`src/rtl/mic_pkg.sv`:
```
// Shared definitions for the microphone front end: channel count, sample
// width, the adder-tree sum width and common sample/frame types.
package mic_pkg;

  localparam int MIC_CHANNELS = 16;
  localparam int MIC_SAMPLE_W = 19;
  localparam int MIC_SUM_W    = 23;

  typedef logic signed [MIC_SAMPLE_W-1:0] sample_t;
  typedef sample_t frame_t [MIC_CHANNELS];

  // Saturating increment for 8-bit event counters (sticks at 255).
  function automatic logic [7:0] sat_inc8(input logic [7:0] v);
    if (v == 8'hFF) begin
      return 8'hFF;
    end else begin
      return v + 8'h01;
    end
  endfunction

endpackage

```
`src/rtl/mic_frame_assembler.sv`:
```
// Gathers a channel-serial sample stream into a double-buffered parallel
// frame for the beamformer adder tree. The fill buffer keeps collecting the
// next frame while the hold buffer is presented to the consumer; only the
// final beat of a frame can be back-pressured.
module mic_frame_assembler
  import mic_pkg::*;
#(
  parameter int CHANNELS = MIC_CHANNELS,
  parameter int SAMPLE_W = MIC_SAMPLE_W
) (
  input  logic                         clk,
  input  logic                         rst,
  input  logic [SAMPLE_W-1:0]          s_data,
  input  logic                         s_valid,
  input  logic                         s_first,
  output logic                         s_ready,
  output logic [CHANNELS*SAMPLE_W-1:0] frame_data,
  output logic                         frame_valid,
  input  logic                         frame_ready,
  output logic                         sync_err,
  output logic [7:0]                   drop_cnt
);

  localparam int CNT_W = (CHANNELS > 1) ? $clog2(CHANNELS) : 1;
  localparam logic [CNT_W-1:0] CNT_ZERO = {CNT_W{1'b0}};
  localparam logic [CNT_W-1:0] CNT_ONE  = CNT_W'(1);
  localparam logic [CNT_W-1:0] CNT_LAST = CNT_W'(CHANNELS - 1);

  logic [SAMPLE_W-1:0] fill_q [CHANNELS];
  logic [SAMPLE_W-1:0] fill_d [CHANNELS];
  logic [SAMPLE_W-1:0] hold_q [CHANNELS];
  logic [SAMPLE_W-1:0] hold_d [CHANNELS];
  logic [CNT_W-1:0]    cnt_q;
  logic [CNT_W-1:0]    cnt_d;
  logic                frame_valid_q;
  logic                frame_valid_d;
  logic                sync_err_q;
  logic                sync_err_d;
  logic [7:0]          drop_cnt_q;
  logic [7:0]          drop_cnt_d;

  logic                beat_acc_s;
  logic                consume_s;
  logic                complete_s;

  // The last beat may only land when the hold buffer is free or being drained.
  assign s_ready    = !rst && ((cnt_q != CNT_LAST) || !frame_valid_q || frame_ready);
  assign beat_acc_s = s_valid && s_ready;
  assign consume_s  = frame_valid_q && frame_ready;

  // Next-state: fill write, index advance, resync accounting, frame hand-off.
  always_comb begin
    fill_d        = fill_q;
    hold_d        = hold_q;
    cnt_d         = cnt_q;
    frame_valid_d = frame_valid_q;
    sync_err_d    = 1'b0;
    drop_cnt_d    = drop_cnt_q;
    complete_s    = 1'b0;

    if (beat_acc_s) begin
      if (s_first) begin
        fill_d[0] = s_data;
        if (cnt_q != CNT_ZERO) begin
          // A new channel 0 arrived before the previous frame finished.
          sync_err_d = 1'b1;
          drop_cnt_d = sat_inc8(drop_cnt_q);
        end else begin
          drop_cnt_d = drop_cnt_q;
        end
        if (CHANNELS == 1) begin
          cnt_d      = CNT_ZERO;
          complete_s = 1'b1;
        end else begin
          cnt_d = CNT_ONE;
        end
      end else begin
        fill_d[cnt_q] = s_data;
        if (cnt_q == CNT_LAST) begin
          cnt_d      = CNT_ZERO;
          complete_s = 1'b1;
        end else begin
          cnt_d = cnt_q + CNT_ONE;
        end
      end
    end else begin
      cnt_d = cnt_q;
    end

    if (complete_s) begin
      hold_d        = fill_d;
      frame_valid_d = 1'b1;
    end else if (consume_s) begin
      frame_valid_d = 1'b0;
    end else begin
      frame_valid_d = frame_valid_q;
    end
  end

  // State registers; reset discards both the partial fill and any held frame.
  always_ff @(posedge clk or posedge rst) begin
    if (rst) begin
      for (int k = 0; k < CHANNELS; k++) begin
        fill_q[k] <= {SAMPLE_W{1'b0}};
        hold_q[k] <= {SAMPLE_W{1'b0}};
      end
      cnt_q         <= CNT_ZERO;
      frame_valid_q <= 1'b0;
      sync_err_q    <= 1'b0;
      drop_cnt_q    <= 8'h00;
    end else begin
      fill_q        <= fill_d;
      hold_q        <= hold_d;
      cnt_q         <= cnt_d;
      frame_valid_q <= frame_valid_d;
      sync_err_q    <= sync_err_d;
      drop_cnt_q    <= drop_cnt_d;
    end
  end

  // Channel k occupies lane k of the flat adder-tree bus, bit-exact.
  for (genvar k = 0; k < CHANNELS; k++) begin : g_lane
    assign frame_data[SAMPLE_W*k +: SAMPLE_W] = hold_q[k];
  end

  assign frame_valid = frame_valid_q;
  assign sync_err    = sync_err_q;
  assign drop_cnt    = drop_cnt_q;

endmodule

```
`config.mk`:
```
export PLATFORM = sky130hd
export DESIGN_NAME = mic_frame_assembler
export DESIGN_NICKNAME = d
export VERILOG_FILES = /design/src/rtl/mic_pkg.sv /design/src/rtl/mic_frame_assembler.sv
export SDC_FILE = /design/constraint.sdc
export NUM_CORES = 1
export LEC_CHECK = 0
export BUFFER_PORTS_ARGS = -buffer_cell sky130_fd_sc_hd__buf_2
export CORE_ASPECT_RATIO = 0.8
export CORE_UTILIZATION = 40
export CTS_BUF_LIST = sky130_fd_sc_hd__clkbuf_8
export DETAILED_ROUTE_END_ITERATION = 10
export GPL_TIMING_DRIVEN = 0
export PLACE_DENSITY_LB_ADDON = 0.25
export SYNTH_ARGS = -nofsm -noshare
export SYNTH_HDL_FRONTEND = slang
export SYNTH_SLANG_ARGS = --single-unit
export TNS_END_PERCENT = 10
```
`constraint.sdc`:
```
create_clock -name clk -period 37.1 [get_ports clk]
set_clock_uncertainty 0.15 [all_clocks]
set_input_delay 1.855 -clock clk [delete_from_list [all_inputs] [get_ports clk]]
set_output_delay 1.855 -clock clk [all_outputs]
set_load 0.01 [all_outputs]
```
==> flow_summary.ini <==
[power_and_ir_drop]
ir_drop_mv = 0.0399
powerDensity_nw_per_um2 = 56.3
power.leakage_nw = 14.9
total_power_mw = 1.54

[setup_path]
cp.depth = 4
crit_path_max_fanout = 4
ff2ff_setup_slack_ns = 34.08
crit_type = input pin to output pin
path_common_cell = buf_2
critPathBufInv = 2
crit_end = s_ready
r2r-end = frame_data[247]
cp_cell_sequence = buf_2 -> and3b_1 -> a21oi_1 -> buf_2
r2r_start = cnt_q[1]
required_ns = 35.10
worstSetupStartpoint = frame_ready
critPathLaunchType = input pin
max_stage_delay_ns = 0.22
r2r_cells = 8
critPathTopFamily = buffers and inverters
slowest_stage = and3b_1
critPathCaptureType = output pin
arrival_ns = 2.55

[logic_synthesis]
synth_fp_nets = 2267
ys_ff_latch = 603
synthArstFlopShare_pct = 100
synth_cell_types = 44
synthFlopType = dfrtp_1
synth-edff-count = 0
netlist_instances = 2238
yosysSeqAreaShare_pct = 66.0
synth_area_um2 = 22900
yosysWarnings = 0
synth.avg_cell_area_um2 = 10.2

[sta]
hold_viol = 0
worst_slew_pin_slew_ns = 1.34
slew-limit-headroom_pct = 10.6
rsz0062_at_grt = no
slew_violations = 0
whs_ns = 0.305
period_needed_ns = 4.56
setup_viol = 0
min_period_over_period_pct = 12.3
fin_ws_ns = 32.54
max_freq_mhz = 219
fin_tns_setup_ns = 0

[global_route]
grt_usage_pct = 24.1
grt_pass1_vias = 17500
grt.overflow.total = 0
use_met2_pct = 37.9
antenna_found_initial = 3
busiest_layer = met2
use_met3_pct = 5.96
grtUsageMet1_pct = 32.9
grt_pass1_wl_um = 106000
grt_max_degree = 139

[layout]
final_common_cell = nand2_1
design_area_um2 = 27400
utilization_pct = 49.1
drive_above_1_share_pct = 22.2
final_cell_mix = 957 x nand2_1, 603 x dfrtp_1, 349 x buf_2
syn2layout_area_growth_pct = 19.9
fin_nets = 2688
final-instance-count-excl-fill = 3478

[placed_design]
hpwl_um = 47000
dp_cells = 3310
post-place-ws_ns = 32.57
post_dp_cell_area_um2 = 25500
gp_congestion = 0.829
io_buffers = 318

[detailed_routing]
wl_per_cell_um = 20.2
ant_nets = 0
vias = 17600
drc_errors = 0
vias_per_cell = 5.06
dr.first_iter.drc_count = 1263
dr.pass1.iters = 8
drt_wl_total_um = 70400

[min_path]
hold_path_class = flip-flop to flip-flop

[floorplanning]
initial_core_util_pct = 40.9
pin_count = 339
core-area_um2 = 55900
die_area_um2 = 58100
die_height_um = 216
fp.dieW_um = 269
rows = 77

[clocking]
clkTransAtPathRegs_ns = 0.06
hold_buffers = 0
tritoncts = done
cts_made_buffers = 97
cts_htree_levels = 3
ctsResizeCount = 0
clock_latency_ns = 0.71
clockRootBuffer = clkbuf_8
postCtsSetupRepairBufs = 0
clk_path_buf_depth = 3
clkSinkCount = 603

[flow_run]
cap_violations = 0

[run_status]
outcome = complete, no violations
## synth_stat cells, types with 2 or more instances
master / number / share of area [%]
a21o_1: 2 / 0.066
a31oi_1: 4 / 0.11
mux2_1: 10 / 0.49
a21oi_1: 62 / 1.4
nand2_1: 957 / 16
and2_1: 5 / 0.14
buf_6: 24 / 1.2
o22ai_1: 57 / 1.6
nand3b_1: 2 / 0.066
nor2_1: 24 / 0.39
nand4_1: 3 / 0.082
inv_1: 5 / 0.082
buf_2: 31 / 0.68
mux2_2: 67 / 3.3
buf_4: 10 / 0.33
and3_1: 8 / 0.22
o21ai_1: 182 / 4.0
nor2b_1: 3 / 0.082
nand3_1: 7 / 0.15
mux2i_1: 2 / 0.088
clkbuf_1: 90 / 1.5
nand3_2: 4 / 0.18
and3b_1: 4 / 0.15
a211oi_1: 2 / 0.066
nand3b_2: 3 / 0.15
buf_1: 11 / 0.18
nand2b_1: 3 / 0.082
o21ai_0: 30 / 0.66
ha_1: 5 / 0.27
dfrtp_1: 603 / 66
or4_1: 4 / 0.13
nor4_2: 2 / 0.11
## per-layer routing
metal,vias to the layer above,share of wire [%]
li1,8125,-
met1,8811,44
met2,531,47
met3,122,6.7
met4,4,2.4
met5,-,0.034
## state kept, by name (all words and copies together), names as in the netlist
signal	flops
fill_q	285
frame_data	304
frame_valid	1
drop_cnt	8
cnt_q	4
sync_err	1
## layout make-up
| type | instances | area (um2) |
|---|---|---|
| Fill cell | 5218 | 28500 |
| Sequential cell | 603 | 15100 |
| Multi-Input combinational cell | 1464 | 6870 |
| Timing Repair Buffer | 322 | 1700 |
| Clock buffer | 118 | 1620 |
| Tap cell | 750 | 938 |
| Buffer | 166 | 880 |
| Clock inverter | 49 | 277 |
| Inverter | 5 | 26.3 |
| Antenna cell | 1 | 2.50 |
## cell families after synthesis
group	after synthesis	share of synthesized area (%)
and+or+nand+nor	1036	17.9
DFF	603	66.0
AOI/OAI and AO/OA	344	7.98
buffers and inverters	171	3.93
muxes	79	3.88
adders and majority gates	5	0.274
## worst min-delay path by stage
stage / from / to / depth (start not counted)
finish: fill_q[249] / fill_q[249] / 2
global route: fill_q[238] / fill_q[238] / 2
CTS: fill_q[255] / fill_q[255] / 2
detailed placement: fill_q[255] / fill_q[255] / 2
global placement: fill_q[254] / fill_q[254] / 2
floorplan: fill_q[236] / fill_q[236] / 2
## where the power goes
group	internal (mW)	leakage [nW]	switching, mW
Clock	0.295	1.09	0.269
Combinational	0.0613	5.60	0.129
Sequential	0.752	8.23	0.0379
Total	1.11	14.9	0.436
## tightest hold or removal path: cells and delay by family (launching register included)
| kind | cells | cell delay (ns) |
|---|---|---|
| simple gates | 2 | 0.10 |
| flops | 1 | 0.32 |
Power figures use the tool's default switching activity.
